$ cat src/rtl/local_history_predictor_pkg.sv
// Shared helpers for the local-history predictor: saturating counter step,
// weakly-not-taken init value and the PC index/tag split.
package bp_pkg;
  localparam int FN_W = 32;

  function automatic logic [FN_W-1:0] wnt(input int ctr_w);
    return (FN_W'(1) << (ctr_w - 1)) - FN_W'(1);
  endfunction

  // Saturating step, never wraps: sticks at 0 and at all-ones of ctr_w bits.
  function automatic logic [FN_W-1:0] sat_update(input logic [FN_W-1:0] ctr,
                                                 input logic taken,
                                                 input int ctr_w);
    logic [FN_W-1:0] max_v;
    max_v = (FN_W'(1) << ctr_w) - FN_W'(1);
    if (taken) return (ctr == max_v) ? ctr : ctr + FN_W'(1);
    return (ctr == '0) ? ctr : ctr - FN_W'(1);
  endfunction

  function automatic logic [FN_W-1:0] addr_idx(input logic [FN_W-1:0] addr, input int idx_w);
    return addr & ((FN_W'(1) << idx_w) - FN_W'(1));
  endfunction

  function automatic logic [FN_W-1:0] addr_tag(input logic [FN_W-1:0] addr, input int idx_w);
    return addr >> idx_w;
  endfunction
endpackage

$ cat src/rtl/local_history_predictor_pht_entry.sv
// Counter array of one BHT entry: 2**HIST_W saturating counters, read and
// trained at the entry's current history, bulk-reinitialised on allocate.
module pht_entry
  import bp_pkg::*;
#(
  parameter int HIST_W = 3,
  parameter int CTR_W  = 2
) (
  input  logic              clk,
  input  logic              rst,
  input  logic [HIST_W-1:0] rd_idx,
  input  logic [HIST_W-1:0] tr_idx,
  input  logic              tr_en,
  input  logic              taken,
  input  logic              init,
  output logic              rd_taken
);
  localparam int N = 2**HIST_W;
  localparam logic [CTR_W-1:0] WNT_V = CTR_W'(wnt(CTR_W));

  logic [N-1:0][CTR_W-1:0] ctr_q, ctr_d;

  always_comb begin
    ctr_d = ctr_q;
    if (init)       ctr_d = {N{WNT_V}};
    else if (tr_en) ctr_d[tr_idx] = CTR_W'(sat_update(FN_W'(ctr_q[tr_idx]), taken, CTR_W));
  end

  always_ff @(posedge clk or posedge rst) begin
    if (rst) ctr_q <= {N{WNT_V}};
    else     ctr_q <= ctr_d;
  end

  assign rd_taken = ctr_q[rd_idx][CTR_W-1];
endmodule

$ cat src/rtl/local_history_predictor.sv
// Two-level local-history branch predictor: tagged direct-mapped BHT of
// per-branch histories, each selecting a counter in its own PHT entry.
module local_history_predictor
  import bp_pkg::*;
#(
  parameter int PC_W   = 10,
  parameter int IDX_W  = 4,
  parameter int HIST_W = 3,
  parameter int CTR_W  = 2,
  parameter int CNT_W  = 16
) (
  input  logic             clk,
  input  logic             rst,
  input  logic [PC_W-1:0]  pc,
  output logic             prediction,
  output logic             pred_hit,
  input  logic             upd_valid,
  input  logic [PC_W-1:0]  upd_pc,
  input  logic             upd_taken,
  input  logic             upd_pred,
  input  logic             flush,
  output logic             evict,
  output logic [CNT_W-1:0] mispredict_cnt
);
  localparam int ENTRIES = 2**IDX_W;
  localparam int TAG_W   = PC_W - IDX_W;

  logic [ENTRIES-1:0]             valid_q, valid_d;
  logic [ENTRIES-1:0][TAG_W-1:0]  tag_q, tag_d;
  logic [ENTRIES-1:0][HIST_W-1:0] hist_q, hist_d;
  logic                           evict_q, evict_d;
  logic [CNT_W-1:0]               mp_cnt_q, mp_cnt_d;

  logic [ENTRIES-1:0] rd_taken, tr_en, init;
  logic [IDX_W-1:0]   rd_idx, up_idx;
  logic [TAG_W-1:0]   rd_tag, up_tag;
  logic               up_hit, do_upd;

  assign rd_idx = IDX_W'(addr_idx(FN_W'(pc), IDX_W));
  assign rd_tag = TAG_W'(addr_tag(FN_W'(pc), IDX_W));
  assign up_idx = IDX_W'(addr_idx(FN_W'(upd_pc), IDX_W));
  assign up_tag = TAG_W'(addr_tag(FN_W'(upd_pc), IDX_W));

  assign pred_hit   = valid_q[rd_idx] && (tag_q[rd_idx] == rd_tag);
  assign prediction = pred_hit && rd_taken[rd_idx];

  assign up_hit = valid_q[up_idx] && (tag_q[up_idx] == up_tag);
  assign do_upd = upd_valid && !flush;

  // Each entry reads and trains at its own history; the top picks by index.
  for (genvar e = 0; e < ENTRIES; e++) begin : g_pht
    assign tr_en[e] = do_upd &&  up_hit && (up_idx == IDX_W'(e));
    assign init[e]  = do_upd && !up_hit && (up_idx == IDX_W'(e));
    pht_entry #(.HIST_W(HIST_W), .CTR_W(CTR_W)) u_pht (
      .clk      (clk),
      .rst      (rst),
      .rd_idx   (hist_q[e]),
      .tr_idx   (hist_q[e]),
      .tr_en    (tr_en[e]),
      .taken    (upd_taken),
      .init     (init[e]),
      .rd_taken (rd_taken[e])
    );
  end

  always_comb begin
    valid_d  = valid_q;
    tag_d    = tag_q;
    hist_d   = hist_q;
    evict_d  = 1'b0;
    mp_cnt_d = mp_cnt_q;
    if (flush) begin
      valid_d = '0;
    end else if (upd_valid) begin
      if (up_hit) begin
        hist_d[up_idx] = {hist_q[up_idx][HIST_W-2:0], upd_taken};
      end else begin
        valid_d[up_idx] = 1'b1;
        tag_d[up_idx]   = up_tag;
        hist_d[up_idx]  = {{(HIST_W-1){1'b0}}, upd_taken};
        evict_d         = valid_q[up_idx];
      end
      if ((upd_pred != upd_taken) && (mp_cnt_q != '1)) mp_cnt_d = mp_cnt_q + CNT_W'(1);
    end
  end

  always_ff @(posedge clk or posedge rst) begin
    if (rst) begin
      valid_q  <= '0;
      tag_q    <= '0;
      hist_q   <= '0;
      evict_q  <= 1'b0;
      mp_cnt_q <= '0;
    end else begin
      valid_q  <= valid_d;
      tag_q    <= tag_d;
      hist_q   <= hist_d;
      evict_q  <= evict_d;
      mp_cnt_q <= mp_cnt_d;
    end
  end

  assign evict          = evict_q;
  assign mispredict_cnt = mp_cnt_q;
endmodule

$ cat config.mk
export PLATFORM = sky130hd
export DESIGN_NAME = local_history_predictor
export DESIGN_NICKNAME = d
export VERILOG_FILES = /design/src/rtl/local_history_predictor_pkg.sv /design/src/rtl/local_history_predictor_pht_entry.sv /design/src/rtl/local_history_predictor.sv
export SDC_FILE = /design/constraint.sdc
export NUM_CORES = 1
export LEC_CHECK = 0
export CORE_ASPECT_RATIO = 2
export CORE_MARGIN = 4
export CORE_UTILIZATION = 39
export DETAILED_ROUTE_END_ITERATION = 7
export PLACE_DENSITY = 0.55
export SYNTH_ARGS = -nofsm -noshare
export SYNTH_HDL_FRONTEND = slang
export SYNTH_HIERARCHICAL = 1
export SYNTH_SLANG_ARGS = --single-unit
$ cat constraint.sdc
create_clock -name clk -period 6.5 [get_ports clk]
set_input_delay 0.65 -clock clk [delete_from_list [all_inputs] [get_ports clk]]
set_output_delay 0.65 -clock clk [all_outputs]
set_load 0.02 [all_outputs]
* After elaboration in Yosys (flattened, before gate mapping)
Index checks and enable logic that the tools add are counted.
** Storage, ports and cells
- Logic and storage cells :: 635
- Bits in registers :: 433
** Operators by class
- Magnitude comparators :: 35
- $add $sub $neg :: 33
- Reduce and logical (&&, ||, !) cells :: 96
- Bitwise gates (word level) :: 3
- Multiplexer cells :: 269
- Equal/unequal tests :: 36
** Operator list (count)
- $mux 16 :: 35
- $mux 2 :: 129
- $bwmux 16 :: 16
- $bmux 2 s3 :: 16
- $bwmux 48 :: 2
- $bwmux 96 :: 1
- $demux 2 s3 :: 16
- $lt 3x4->1 const B :: 16
- $logic_and 1x1->1 :: 56
- $bmux 6 s4 :: 2
- $ge 3x1->1 const B :: 16
- $mux 48 :: 1
- $mux 1 :: 40
- $reduce_bool 2->1 :: 17
- $add 2x1->2 const B :: 16
- $eq 2x2->1 const B :: 16
- $eq 4x4->1 const B :: 8
- $logic_not 2->1 :: 16
- $sub 2x1->2 const B :: 16
- $demux 6 s4 :: 1
- $mux 6 :: 3
- $add 16x1->16 const B :: 1
- $eq 4x3->1 const B :: 4
- $ne 16x16->1 const B :: 1
- 18 further kinds :: 27

* Depth between registers and ports, before layout
Gate-level depths: netlist (run 1).
- Word-level depth :: 14
- Depth in mapped cells :: 17

* Cells and area by module
Netlist (run 1), hierarchy kept.
** Modules (own cells, without submodules)
- pht_entry :: area each 935.9 µm², cells an instance 92, times used 16
- local_history_predictor :: area each 11468.5 µm², cells an instance 1091, times used 1

* Least setup slack after synthesis (run 1)
No wires, ideal clock.
- Kind :: input port to output port
- From :: input port pc[0]
- To :: output port prediction
- Arrival time :: 3639 ps
- Stages on the path :: 7
- Path buffers :: 2
- Data required time :: 5850 ps
- Path slack :: 2211 ps
- Cells stage by stage :: clkbuf_1 > buf_1 > mux4_2 > mux4_2 > xor2_1 > nor4_1 > and2_1
** Between the ends
- Cells in the longest elaborated chain, start to end :: 5
- Elaborated cells on any way between the ends :: 9
** RTL lines
- start: declaration :: RTL line local_history_predictor.sv:14 : input logic [PC_W-1:0] pc,
- $bmux 6 s4 :: RTL line local_history_predictor.sv:44 : assign pred_hit = valid_q[rd_idx] && (tag_q[rd_idx] == rd_tag);
- $mux 6 (implied by the code) :: RTL line local_history_predictor.sv:44
- $eq 6x6->1 :: RTL line local_history_predictor.sv:44
- $logic_and 1x1->1 * :: RTL line local_history_predictor.sv:44
- net pred_hit :: RTL line local_history_predictor.sv:16 : output logic pred_hit,
- $logic_and 1x1->1 * :: RTL line local_history_predictor.sv:45 : assign prediction = pred_hit && rd_taken[rd_idx];
- end: declaration :: RTL line local_history_predictor.sv:15 : output logic prediction,
The timed path passes the listed nets; every way through them passes the cells marked *. The select of a mux whose other input is x is not followed.

* Worst setup path after layout (run 1)
- From :: input port pc[1]
- To :: output port prediction
** Between the ends
- Cells in the longest elaborated chain, start to end :: 5
- Elaborated cells on any way between the ends :: 9
** RTL lines (RTL line)
- $bmux 6 s4 :: local_history_predictor.sv:44
- $mux 6 (implied by the code) :: local_history_predictor.sv:44
- $eq 6x6->1 :: local_history_predictor.sv:44
- $logic_and 1x1->1 :: local_history_predictor.sv:44
- $logic_and 1x1->1 * :: local_history_predictor.sv:45
Every way passes the cells marked *; elsewhere a longest branch is shown, timed or not. The select of a mux whose other input is x is not followed.

==> tab_implementation.tex, run 1 <==
\begin{tabular}{lr}
\hline
Metric & Value \\
\hline
\multicolumn{2}{l}{\textbf{Outcome}} \\
Outcome & completed \\
\multicolumn{2}{l}{\textbf{STA}} \\
Final period util & 81.9\% \\
Worst relative slew slack & 14.2\% \\
Final Hold Fails & 0 \\
Count of final max-slew check failures & 0 \\
Unrepaired setup endpoints after global routing & false \\
Crit path setup slack, layout & 1180 ps \\
Max Fclk & 188 MHz \\
Final count of negative-setup-slack endpoints & 0 \\
Final worst clock skew & 26.0 ps \\
Worst Tran Pin Value & 1280 ps \\
Final critical path time including I/O delays and setup & 5320 ps \\
Total negative setup slack & 0 ps \\
\multicolumn{2}{l}{\textbf{GRT}} \\
Initial antenna violation count & 5 \\
Global-route wire length before repair & 130000 um \\
Overall Global Routing Usage & 23.0\% \\
Total grt overflow & 0 \\
Vias in the first global route & 22100 \\
Maximum number of pins on one net before global-route repair & 89 \\
\multicolumn{2}{l}{\textbf{Critical path}} \\
Max FO, Critical Path & 16 \\
Crit path launch type & input pin \\
Critical Setup Path Class & in -> out \\
Endpoint required time on the critical path & 5850 ps \\
Start of the worst register-to-register path & tag\_q[75] \\
Critical path capture point type & primary output \\
Worst setup path start & pc[1] \\
Data arrival time of the critical path & 4670 ps \\
\multicolumn{2}{l}{\textbf{Clock network}} \\
CTS sink count & 433 \\
Number of buffers inserted during clock tree synthesis & 44 \\
Clock transition at path regs & 70 ps \\
Post-cts hold buffer count & 0 \\
Longest Clk Path Bufs & 3 \\
Clock network latency to the later pin of the worst-skew pair & 590 ps \\
Cells resized by post-CTS repair & 0 \\
Setup bufs post-CTS & 0 \\
Root buffer cell & sky130\_fd\_sc\_hd\_\_clkbuf\_16 \\
CTS tree & built \\
Number of H-tree levels & 2 \\
\multicolumn{2}{l}{\textbf{Finish}} \\
Share of post-route cells with drive strength above 1 & 22.0\% \\
Growth of design area from synthesis to finish & 9.17\% \\
Final design instance area without fill & 0.0289 mm\^{}2 \\
Nets@finish & 2532 \\
\multicolumn{2}{l}{\textbf{Logic synthesis}} \\
Synth Area per Inst & 10.3 um\^{}2 \\
Cell area after synthesis & 0.0264 mm\^{}2 \\
Number of nets produced by synthesis & 2590 \\
Post-synthesis cell count & 2563 \\
Part of the Yosys area used for sequential elements & 41.6\% \\
Post-synthesis async set-or-reset flop share & 100\% \\
Commonest register cell after synthesis & sky130\_fd\_sc\_hd\_\_dfrtp\_1 \\
Synth cell types & 58 \\
Flip-flop and latch count after synthesis & 433 \\
Yosys synthesis warning count & 6 \\
Number of enable-type register cells in the synthesized netlist & 0 \\
\multicolumn{2}{l}{\textbf{Flow run}} \\
Maximum capacitance violations & 0 \\
\multicolumn{2}{l}{\textbf{Placed design}} \\
RD Place Congestion & 0.962 \\
Setup slack at placement & 1050 ps \\
Final HPWL DP & 60100 um \\
Port Buf Inserts & 44 \\
Total placed instance area & 0.0274 mm\^{}2 \\
\multicolumn{2}{l}{\textbf{Die}} \\
Core ar. & 0.0669 mm\^{}2 \\
Chip Width & 192 um \\
Initial core utilization & 39.5\% \\
Cell Rows & 134 \\
Number of primary I/O pins & 45 \\
Die Area & 0.0723 mm\^{}2 \\
Die Ht & 376 um \\
\multicolumn{2}{l}{\textbf{Detailed routing}} \\
Routed Wire Length & 83900 um \\
Average wire length per cell after detail routing & 24.5 um \\
DRC Markers & 0 \\
Number of vias after detailed routing & 21000 \\
First-iteration detailed-routing DRC count & 1677 \\
Avg Vias per Cell & 6.13 \\
Antenna Nets Post-Route & 0 \\
First-pass DRT Iterations & 6 \\
\multicolumn{2}{l}{\textbf{Worst hold path}} \\
Worst min-delay path startpoint & g\_pht[15].u\_pht/ctr\_q[2] \\
Type of the tightest min-delay check & reg -> reg \\
\multicolumn{2}{l}{\textbf{Power}} \\
Peak supply drop & 179 uV \\
Power Dens Cells & 233 mW/mm\^{}2 \\
Static Leak & 11.7 nW \\
\hline
\end{tabular}
[cells by family (layout without fill, tap and decap cells)]
logic type / count (synthesis) / count (layout) / synth area share, %
adders and majority gates: 33 / 33 / 1.33
AOI/OAI and AO/OA: 611 / 611 / 16.4
DFF: 433 / 433 / 41.6
buffers and inverters: 409 / 387 / 6.71
other: 0 / 4 / 0
xor gates and xnor gates: 27 / 27 / 0.923
muxes: 295 / 295 / 19.4
and+or+nand+nor: 755 / 755 / 13.6
[synth_stat cells (5+ instances only)]
| master | instances | area share [%] |
|---|---|---|
| sky130_fd_sc_hd__o21ai_1 | 130 | 2.5 |
| sky130_fd_sc_hd__a41oi_1 | 70 | 2.3 |
| sky130_fd_sc_hd__and2_1 | 115 | 2.7 |
| sky130_fd_sc_hd__nor2_1 | 85 | 1.2 |
| sky130_fd_sc_hd__maj3_2 | 16 | 0.68 |
| sky130_fd_sc_hd__nand3_1 | 10 | 0.19 |
| sky130_fd_sc_hd__mux2_2 | 87 | 3.7 |
| sky130_fd_sc_hd__buf_2 | 32 | 0.61 |
| sky130_fd_sc_hd__o21ai_0 | 5 | 0.095 |
| sky130_fd_sc_hd__nand2b_1 | 5 | 0.12 |
| sky130_fd_sc_hd__nand2_1 | 370 | 5.3 |
| sky130_fd_sc_hd__a32oi_1 | 128 | 4.2 |
| sky130_fd_sc_hd__buf_6 | 23 | 0.98 |
| sky130_fd_sc_hd__buf_1 | 39 | 0.55 |
| sky130_fd_sc_hd__a21oi_1 | 64 | 1.2 |
| sky130_fd_sc_hd__o31ai_1 | 78 | 2.2 |
| sky130_fd_sc_hd__nor4_1 | 16 | 0.38 |
| sky130_fd_sc_hd__xnor2_1 | 20 | 0.66 |
| sky130_fd_sc_hd__o211ai_1 | 8 | 0.23 |
| sky130_fd_sc_hd__inv_1 | 202 | 2.9 |
| sky130_fd_sc_hd__o31ai_2 | 13 | 0.62 |
| sky130_fd_sc_hd__and2_0 | 16 | 0.38 |
| sky130_fd_sc_hd__buf_4 | 7 | 0.20 |
| sky130_fd_sc_hd__clkbuf_1 | 104 | 1.5 |
| sky130_fd_sc_hd__nor2b_1 | 96 | 2.3 |
| sky130_fd_sc_hd__mux4_2 | 166 | 14 |
| sky130_fd_sc_hd__dfstp_2 | 128 | 13 |
| sky130_fd_sc_hd__o22ai_1 | 22 | 0.52 |
| sky130_fd_sc_hd__nor3_1 | 23 | 0.44 |
| sky130_fd_sc_hd__maj3_1 | 16 | 0.61 |
| sky130_fd_sc_hd__xor2_1 | 6 | 0.20 |
| sky130_fd_sc_hd__mux2i_1 | 41 | 1.6 |
| sky130_fd_sc_hd__a31oi_1 | 64 | 1.5 |
| sky130_fd_sc_hd__dfrtp_1 | 305 | 29 |
| sky130_fd_sc_hd__o221ai_1 | 19 | 0.63 |
[final timing paths]
check	slack (ps)	to	cells after the start
min	460	g_pht[15].u_pht/ctr_q[2]	2
max reg2reg	2260	g_pht[4].u_pht/ctr_q[1]	10
min in group asynchronous	610	tag_q[43]	2
min reg2reg	460	g_pht[15].u_pht/ctr_q[2]	2
max	1180	prediction	10
max in group asynchronous	4660	tag_q[27]	3
[power by group]
group / internal, W / switching, W / total [W]
Combinational: 0.000458 / 0.000523 / 0.000982
Sequential: 0.00286 / 0.000311 / 0.00317
Clock: 0.00143 / 0.00115 / 0.00258
[layout by cell type, fill, tap and decap left out, types with 64 or more instances in the layout]
| cell type | instances |
|---|---|
| sky130_fd_sc_hd__and2_1 | 115 |
| sky130_fd_sc_hd__a32oi_1 | 128 |
| sky130_fd_sc_hd__dfstp_2 | 128 |
| sky130_fd_sc_hd__dfrtp_1 | 305 |
| sky130_fd_sc_hd__mux2_2 | 87 |
| sky130_fd_sc_hd__mux4_2 | 166 |
| sky130_fd_sc_hd__a31oi_1 | 64 |
| sky130_fd_sc_hd__o21ai_1 | 130 |
| sky130_fd_sc_hd__nor2_1 | 85 |
| sky130_fd_sc_hd__inv_1 | 201 |
| sky130_fd_sc_hd__a41oi_1 | 70 |
| sky130_fd_sc_hd__nand2_1 | 369 |
| sky130_fd_sc_hd__a21oi_1 | 64 |
| sky130_fd_sc_hd__nor2b_1 | 96 |
| sky130_fd_sc_hd__o31ai_1 | 78 |
[area by class of cell]
cell class              instances  area [um^2]
fillers                      6275        38000
inverters                     204          773
clock buffers                  66         1310
clock inverters                16          124
diodes                          4         10.0
repair buffers                101          848
well taps                     884         1110
multi-input cells            1721        13700
flip-flops and latches        433        11000
[stage by stage]
step	total power [W]	util [%]	cells	hold slack [ps]
floorplan	0.00382	-	2563	437
global placement	0.00416	41.0	3343	446
detailed placement	0.00419	41.0	3343	447
CTS	0.00680	43.1	3425	459
global route	0.00700	43.1	3428	471
finish	0.00673	43.2	3429	457
[registers in the layout (all words and copies together) (netlist names), named ones only]
register / count
evict: 1
valid_q: 16
hist_q: 32
g_pht.u_pht/ctr_q: 256
mispredict_cnt: 16
tag_q: 96
[per-layer routing]
layer  track usage [%]  vias to the layer above  routed length [um]
li1                  -                     9305                   -
met1              24.6                    10700               29100
met5                 0                        -                   0
met4              14.3                        0                6110
met3              2.34                      284                3230
met2              42.5                      745               45500
[worst max-delay path: stages]
cell and delay [ps]:
sky130_fd_sc_hd__clkdlybuf4s50_1 1080, sky130_fd_sc_hd__buf_4 360, sky130_fd_sc_hd__mux4_2 330, sky130_fd_sc_hd__mux4_2 490
sky130_fd_sc_hd__xnor2_1 270, sky130_fd_sc_hd__nand4_1 110, sky130_fd_sc_hd__nor4_1 450, sky130_fd_sc_hd__buf_4 210
sky130_fd_sc_hd__and2_1 110, sky130_fd_sc_hd__clkdlybuf4s50_1 590
Note: power is estimated with default switching activity, not from simulation.
==> inputs of run 2 (changes only) <==
==> constraint.sdc (replaced) <==
create_clock -name clk -period 5.28 [get_ports clk]
set_input_delay 0.528 -clock clk [delete_from_list [all_inputs] [get_ports clk]]
set_output_delay 0.528 -clock clk [all_outputs]
set_load 0.02 [all_outputs]
==> tab_implementation.tex, run 2 (same netlist as run 1, synthesis figures left out) <==
\begin{tabular}{lr}
\hline
Metric & Value \\
\hline
\multicolumn{2}{l}{\textbf{Outcome}} \\
Outcome & completed \\
\multicolumn{2}{l}{\textbf{Critical path}} \\
End of the worst register-to-register path & g\_pht[1].u\_pht/ctr\_q[13] \\
Endpoint required time on the critical path & 5780 ps \\
R2r setup slk & 1120 ps \\
Critical path capture point type & flop \\
Data arrival time of the critical path & 5140 ps \\
Start of the worst register-to-register path & tag\_q[69] \\
Max FO, Critical Path & 42 \\
Crit path launch type & input pin \\
Worst setup path start & upd\_pc[1] \\
Number of cells on the worst reg-to-reg path & 11 \\
Critical Setup Path Class & in -> reg \\
\multicolumn{2}{l}{\textbf{STA}} \\
Count of final max-slew check failures & 0 \\
Total negative setup slack & 0 ps \\
Final worst clock skew & 19.5 ps \\
Worst Tran Pin Value & 1110 ps \\
Final Hold Fails & 0 \\
Worst relative slew slack & 25.6\% \\
Final-layout worst hold slack & 459 ps \\
Final critical path time including I/O delays and setup & 4640 ps \\
Final count of negative-setup-slack endpoints & 0 \\
Final period util & 87.8\% \\
Max Fclk & 216 MHz \\
Unrepaired setup endpoints after global routing & false \\
\multicolumn{2}{l}{\textbf{Die}} \\
Cell Rows & 134 \\
Initial core utilization & 39.5\% \\
Die Ht & 376 um \\
Die Area & 0.0723 mm\^{}2 \\
Number of primary I/O pins & 45 \\
Core ar. & 0.0669 mm\^{}2 \\
Chip Width & 192 um \\
\multicolumn{2}{l}{\textbf{Detailed routing}} \\
First-iteration detailed-routing DRC count & 1515 \\
Antenna Nets Post-Route & 0 \\
Average wire length per cell after detail routing & 24.4 um \\
Routed Wire Length & 84300 um \\
First-pass DRT Iterations & 5 \\
Number of vias after detailed routing & 21000 \\
DRC Markers & 0 \\
Avg Vias per Cell & 6.08 \\
\multicolumn{2}{l}{\textbf{Flow run}} \\
Maximum capacitance violations & 0 \\
\multicolumn{2}{l}{\textbf{Worst hold path}} \\
Worst min-delay path startpoint & g\_pht[15].u\_pht/ctr\_q[10] \\
Hold-critical path depth & 2 \\
Type of the tightest min-delay check & reg -> reg \\
Min-Delay Endpoint & g\_pht[15].u\_pht/ctr\_q[10] \\
\multicolumn{2}{l}{\textbf{Finish}} \\
Nets@finish & 2553 \\
Largest reg by FF count & g\_pht.u\_pht/ctr\_q \\
Number of flip-flops under the largest register name & 256 \\
Commonest cells after routing, fill and taps aside & sky130\_fd\_sc\_hd\_\_nand2\_1, sky130\_fd\_sc\_hd\_\_dfrtp\_1, sky130\_fd\_sc\_hd\_\_inv\_1, sky130\_fd\_sc\_hd\_\_mux4\_2, sky130\_fd\_sc\_hd\_\_o21ai\_1 \\
Share of post-route cells with drive strength above 1 & 22.2\% \\
Largest registers & g\_pht.u\_pht/ctr\_q: 256 flops, tag\_q: 96 flops, hist\_q: 32 flops \\
Commonest non-fill, non-tap cell in the layout & sky130\_fd\_sc\_hd\_\_nand2\_1 \\
Utilization of the core after routing & 43.4\% \\
Growth of design area from synthesis to finish & 9.68\% \\
Final design instance area without fill & 0.0290 mm\^{}2 \\
\multicolumn{2}{l}{\textbf{GRT}} \\
Maximum number of pins on one net before global-route repair & 178 \\
Total grt overflow & 0 \\
Vias in the first global route & 21900 \\
Initial antenna violation count & 5 \\
Overall Global Routing Usage & 23.1\% \\
Global-route wire length before repair & 130000 um \\
\multicolumn{2}{l}{\textbf{Clock network}} \\
Number of buffers inserted during clock tree synthesis & 45 \\
Clock network latency to the later pin of the worst-skew pair & 580 ps \\
Number of H-tree levels & 2 \\
Clock transition at path regs & 60 ps \\
Longest Clk Path Bufs & 3 \\
Setup bufs post-CTS & 0 \\
CTS tree & built \\
Cells resized by post-CTS repair & 0 \\
Post-cts hold buffer count & 0 \\
CTS sink count & 433 \\
Root buffer cell & sky130\_fd\_sc\_hd\_\_clkbuf\_16 \\
\multicolumn{2}{l}{\textbf{Power}} \\
Power Dens Cells & 286 mW/mm\^{}2 \\
Static Leak & 11.8 nW \\
Total power draw & 0.00830 W \\
Combinational share of power & 15.1\% \\
Net switching power & 0.00246 W \\
Reg power frac & 46.8\% \\
Share of total power in the clock network & 38.1\% \\
Internal cell power & 0.00585 W \\
Peak supply drop & 263 uV \\
Switching share of power & 29.6\% \\
\multicolumn{2}{l}{\textbf{Placed design}} \\
Final HPWL DP & 60100 um \\
RD Place Congestion & 0.926 \\
Port Buf Inserts & 44 \\
Total placed instance area & 0.0276 mm\^{}2 \\
\hline
\end{tabular}
[run 2: cell types whose count changed in the layout (fill, tap and decap cells not counted), sizes merged]
cell / delta
buf: +21
clkdlybuf4s50: -1
clkinv: -3
clkbuf: +7
inv: -2
clkinvlp: -1
[run 2: power groups by stage]
stage	Clock, W	Combinational (W)	Sequential, W
final	0.00317	0.00125	0.00389
after floorplan	0	0.000960	0.00374
after CTS	0.00327	0.00125	0.00388
after global placement	0	0.00122	0.00391
after global routing	0.00337	0.00134	0.00391
after detailed placement	0	0.00124	0.00393
[run 2: routing by layer]
layer  global-route usage (%)  wire [um]  up-vias
met3                     2.48       3330      260
met5                        0          0        -
met1                     24.6      29300    10700
met4                     14.4       5860        0
li1                         -          -     9357
met2                     42.8      45800      715
[run 2: worst max-delay path by stage]
stage                                     endpoint
after detailed placement   g_pht[1].u_pht/ctr_q[1]
final                     g_pht[1].u_pht/ctr_q[13]
after floorplan                         prediction
after global placement    g_pht[10].u_pht/ctr_q[1]
after global routing       g_pht[1].u_pht/ctr_q[1]
after CTS                               prediction
[run 2: cell type report]
| cell class | instances | area, um^2 |
|---|---|---|
| Antenna cell | 4 | 10.0 |
| Clock buffer | 73 | 1310 |
| Clock inverter | 10 | 95.1 |
| Fill cell | 6265 | 37900 |
| Inverter | 204 | 769 |
| Multi-Input combinational cell | 1721 | 13700 |
| Sequential cell | 433 | 11000 |
| Tap cell | 884 | 1110 |
| Timing Repair Buffer | 121 | 1020 |
[run 2: worst max-delay path: stages]
cell                              delay [ps]
sky130_fd_sc_hd__clkdlybuf4s50_1         530
sky130_fd_sc_hd__buf_4                   410
sky130_fd_sc_hd__mux4_2                  570
sky130_fd_sc_hd__xnor2_1                 420
sky130_fd_sc_hd__o21ai_1                 200
sky130_fd_sc_hd__a21bo_2                 260
sky130_fd_sc_hd__buf_4                   330
sky130_fd_sc_hd__nor4_1                  450
sky130_fd_sc_hd__buf_4                   220
sky130_fd_sc_hd__nor2b_1                 370
sky130_fd_sc_hd__nor2b_1                 550
sky130_fd_sc_hd__nand2_1                 110
sky130_fd_sc_hd__o21ai_1                 130
[run 2: through the flow]
step	instances	setup slack, ps
after global routing	3450	451
after CTS	3446	670
final	3450	644
after detailed placement	3363	305
after global placement	3363	340
after floorplan	2563	1240
==> inputs of run 3 (changes only) <==
--- a/config.mk
+++ b/config.mk
@@ -9,8 +9,7 @@
 export CORE_MARGIN = 4
 export CORE_UTILIZATION = 39
 export DETAILED_ROUTE_END_ITERATION = 7
-export PLACE_DENSITY = 0.55
+export PLACE_DENSITY = 0.66
 export SYNTH_ARGS = -nofsm -noshare
 export SYNTH_HDL_FRONTEND = slang
-export SYNTH_HIERARCHICAL = 1
 export SYNTH_SLANG_ARGS = --single-unit
==> tab_implementation.tex, run 3 <==
\begin{tabular}{lr}
\hline
Metric & Value \\
\hline
\multicolumn{2}{l}{\textbf{Logic synthesis}} \\
Synth cell types & 76 \\
Flip-flop and latch count after synthesis & 433 \\
Part of the Yosys area used for sequential elements & 47.0\% \\
Commonest cells in the synthesized netlist & sky130\_fd\_sc\_hd\_\_dfrtp\_1, sky130\_fd\_sc\_hd\_\_inv\_1, sky130\_fd\_sc\_hd\_\_clkbuf\_1, sky130\_fd\_sc\_hd\_\_nand2\_1, sky130\_fd\_sc\_hd\_\_dfstp\_2 \\
Proportion of netlist area held by the largest area contributor & 32.6\% \\
Synth Area per Inst & 10.7 um\^{}2 \\
Number of nets produced by synthesis & 2215 \\
Main area contributors after synthesis & sky130\_fd\_sc\_hd\_\_dfrtp\_1, sky130\_fd\_sc\_hd\_\_dfstp\_2, sky130\_fd\_sc\_hd\_\_mux4\_2 \\
Commonest register cell after synthesis & sky130\_fd\_sc\_hd\_\_dfrtp\_1 \\
Most frequent cell after synthesis & sky130\_fd\_sc\_hd\_\_dfrtp\_1 \\
Cell area after synthesis & 0.0234 mm\^{}2 \\
Yosys synthesis warning count & 0 \\
Post-synthesis cell count & 2188 \\
Post-synthesis async set-or-reset flop share & 100\% \\
Dominant cell type by area after synthesis & sky130\_fd\_sc\_hd\_\_dfrtp\_1 \\
Number of enable-type register cells in the synthesized netlist & 0 \\
\multicolumn{2}{l}{\textbf{GRT}} \\
Initial antenna violation count & 3 \\
Vias in the first global route & 19100 \\
Overall Global Routing Usage & 19.9\% \\
Total grt overflow & 0 \\
Maximum number of pins on one net before global-route repair & 125 \\
Global-route wire length before repair & 105000 um \\
\multicolumn{2}{l}{\textbf{Critical path}} \\
Critical path capture point type & primary output \\
Crit path launch type & input pin \\
Data arrival time of the critical path & 4050 ps \\
Endpoint required time on the critical path & 4750 ps \\
Cell family contributing the most delay on the critical path & buffers and inverters \\
Critical path cell sequence & buf\_2 -> mux4\_2 -> mux4\_2 -> xnor2\_1 -> nand4\_1 -> nor3\_1 -> o311a\_1 -> clkdlybuf4s50\_1 \\
CP max-delay cell & sky130\_fd\_sc\_hd\_\_buf\_2 \\
Max FO, Critical Path & 32 \\
Cell repeated most along the worst path & sky130\_fd\_sc\_hd\_\_mux4\_2 \\
WP buf/inv & 2 \\
Critical Setup Path Class & in -> out \\
Crit-path max cell delay & 820 ps \\
\multicolumn{2}{l}{\textbf{Power}} \\
Total power draw & 0.00915 W \\
Static Leak & 10.7 nW \\
Power Dens Cells & 353 mW/mm\^{}2 \\
Peak supply drop & 384 uV \\
\multicolumn{2}{l}{\textbf{STA}} \\
Final-layout worst hold slack & 397 ps \\
Count of final max-slew check failures & 0 \\
Final Hold Fails & 0 \\
Final period util & 86.8\% \\
Worst Tran Pin Value & 1240 ps \\
Final worst clock skew & 19.0 ps \\
Final critical path time including I/O delays and setup & 4580 ps \\
Final count of negative-setup-slack endpoints & 0 \\
Worst relative slew slack & 16.7\% \\
Max Fclk & 218 MHz \\
Total negative setup slack & 0 ps \\
Unrepaired setup endpoints after global routing & false \\
\multicolumn{2}{l}{\textbf{Clock network}} \\
Setup bufs post-CTS & 0 \\
Cells resized by post-CTS repair & 0 \\
CTS tree & built \\
Longest Clk Path Bufs & 3 \\
Clock network latency to the later pin of the worst-skew pair & 560 ps \\
Clock transition at path regs & 60 ps \\
CTS sink count & 433 \\
Post-cts hold buffer count & 0 \\
Root buffer cell & sky130\_fd\_sc\_hd\_\_clkbuf\_16 \\
Number of buffers inserted during clock tree synthesis & 39 \\
Number of H-tree levels & 2 \\
\multicolumn{2}{l}{\textbf{Die}} \\
Die Area & 0.0643 mm\^{}2 \\
Cell Rows & 126 \\
Die Ht & 355 um \\
Number of primary I/O pins & 45 \\
Core ar. & 0.0593 mm\^{}2 \\
Chip Width & 181 um \\
Initial core utilization & 39.5\% \\
\multicolumn{2}{l}{\textbf{Placed design}} \\
Final HPWL DP & 45500 um \\
RD Place Congestion & 0.904 \\
Port Buf Inserts & 44 \\
\multicolumn{2}{l}{\textbf{Detailed routing}} \\
Routed Wire Length & 65500 um \\
First-pass DRT Iterations & 5 \\
Avg Vias per Cell & 6.14 \\
Length of routed met3 wiring & 2490 um \\
Antenna Nets Post-Route & 0 \\
Number of vias after detailed routing & 18200 \\
DRC Markers & 0 \\
First-iteration detailed-routing DRC count & 1253 \\
Average wire length per cell after detail routing & 22.2 um \\
Met2 Wirelength & 35200 um \\
Metal-1 WL & 23700 um \\
Top sig layer & met5 \\
\multicolumn{2}{l}{\textbf{Finish}} \\
Utilization of the core after routing & 43.7\% \\
Count of fill cells added during filler insertion & 5631 \\
Largest registers & g\_pht.u\_pht.ctr\_q: 256 flops, tag\_q: 96 flops, hist\_q: 32 flops \\
Commonest non-fill, non-tap cell in the layout & sky130\_fd\_sc\_hd\_\_dfrtp\_1 \\
Ant. Diodes & 0 \\
Number of flip-flops under the largest register name & 256 \\
Growth of design area from synthesis to finish & 10.6\% \\
Largest reg by FF count & g\_pht.u\_pht.ctr\_q \\
Share of post-route cells with drive strength above 1 & 21.7\% \\
Commonest cells after routing, fill and taps aside & sky130\_fd\_sc\_hd\_\_dfrtp\_1, sky130\_fd\_sc\_hd\_\_inv\_1, sky130\_fd\_sc\_hd\_\_nand2\_1, sky130\_fd\_sc\_hd\_\_dfstp\_2, sky130\_fd\_sc\_hd\_\_o22ai\_1 \\
Nets@finish & 2184 \\
\multicolumn{2}{l}{\textbf{Flow run}} \\
Maximum capacitance violations & 0 \\
\multicolumn{2}{l}{\textbf{Outcome}} \\
Outcome & completed \\
\multicolumn{2}{l}{\textbf{Worst hold path}} \\
Type of the tightest min-delay check & in -> reg \\
\hline
\end{tabular}
## run 3: routing by layer
layer,vias up,GRT usage (%)
met4,4,11.5
met2,586,37.0
li1,8128,-
met5,-,0
met3,177,1.95
met1,9255,21.8
## run 3: worst paths after layout
| path | startpoint | endpoint | slack [ps] | depth (start not counted) |
|---|---|---|---|---|
| worst max-delay path | pc[0] | prediction | 700 | 8 |
| worst min-delay path | upd_taken | flop | 400 | 3 |
| worst max register to register | tag_q[41] | g_pht[6].u_pht.ctr_q[4] | 1440 | 8 |
| worst min register to register | g_pht[13].u_pht.ctr_q[14] | g_pht[13].u_pht.ctr_q[14] | 460 | 2 |
| max in group asynchronous | rst | g_pht[12].u_pht.ctr_q[11] | 3830 | 3 |
| min in group asynchronous | rst | g_pht[13].u_pht.ctr_q[6] | 510 | 2 |
## run 3: cell type report
class | instances | area (um^2) | share of cell area (%)
clock buffer | 63 | 1200 | 4.63
clock inverter | 7 | 87.6 | 0.338
inverter | 214 | 807 | 3.12
multi-input combinational | 1366 | 11000 | 42.3
sequential | 433 | 11000 | 42.4
tap | 768 | 961 | 3.71
timing repair buffer | 103 | 906 | 3.50
## run 3: metrics by stage
stage	cells	worst slack (ps)	area [um^2]
2_1_floorplan	2188	-991	23400
3_3_place_gp	2884	482	24600
3_5_place_dp	2884	387	24600
4_1_cts	2954	678	25900
5_1_grt	2954	515	25900
6_report	2954	699	25900
## run 3: report_power, final
group | internal (W) | leakage, nW | switching, W | total, W
Combinational | 0.000882 | 4.85 | 0.000852 | 0.00173
Clock | 0.00165 | 0.629 | 0.00128 | 0.00293
Sequential | 0.00400 | 5.24 | 0.000486 | 0.00448
## run 3: kinds of logic after synthesis
group / Yosys count / synth area share [%]
muxes: 224 / 14.3
adders and majority gates: 24 / 1.04
buffers and inverters: 389 / 6.43
xor gates and xnor gates: 26 / 0.972
and+or+nand+nor: 469 / 11.0
DFF: 433 / 47.0
AOI/OAI and AO/OA: 623 / 19.3
## run 3: worst min-delay path, stage by stage
cell	delay [ps]
sky130_fd_sc_hd__buf_2	90
sky130_fd_sc_hd__inv_1	110
sky130_fd_sc_hd__o21ai_0	170
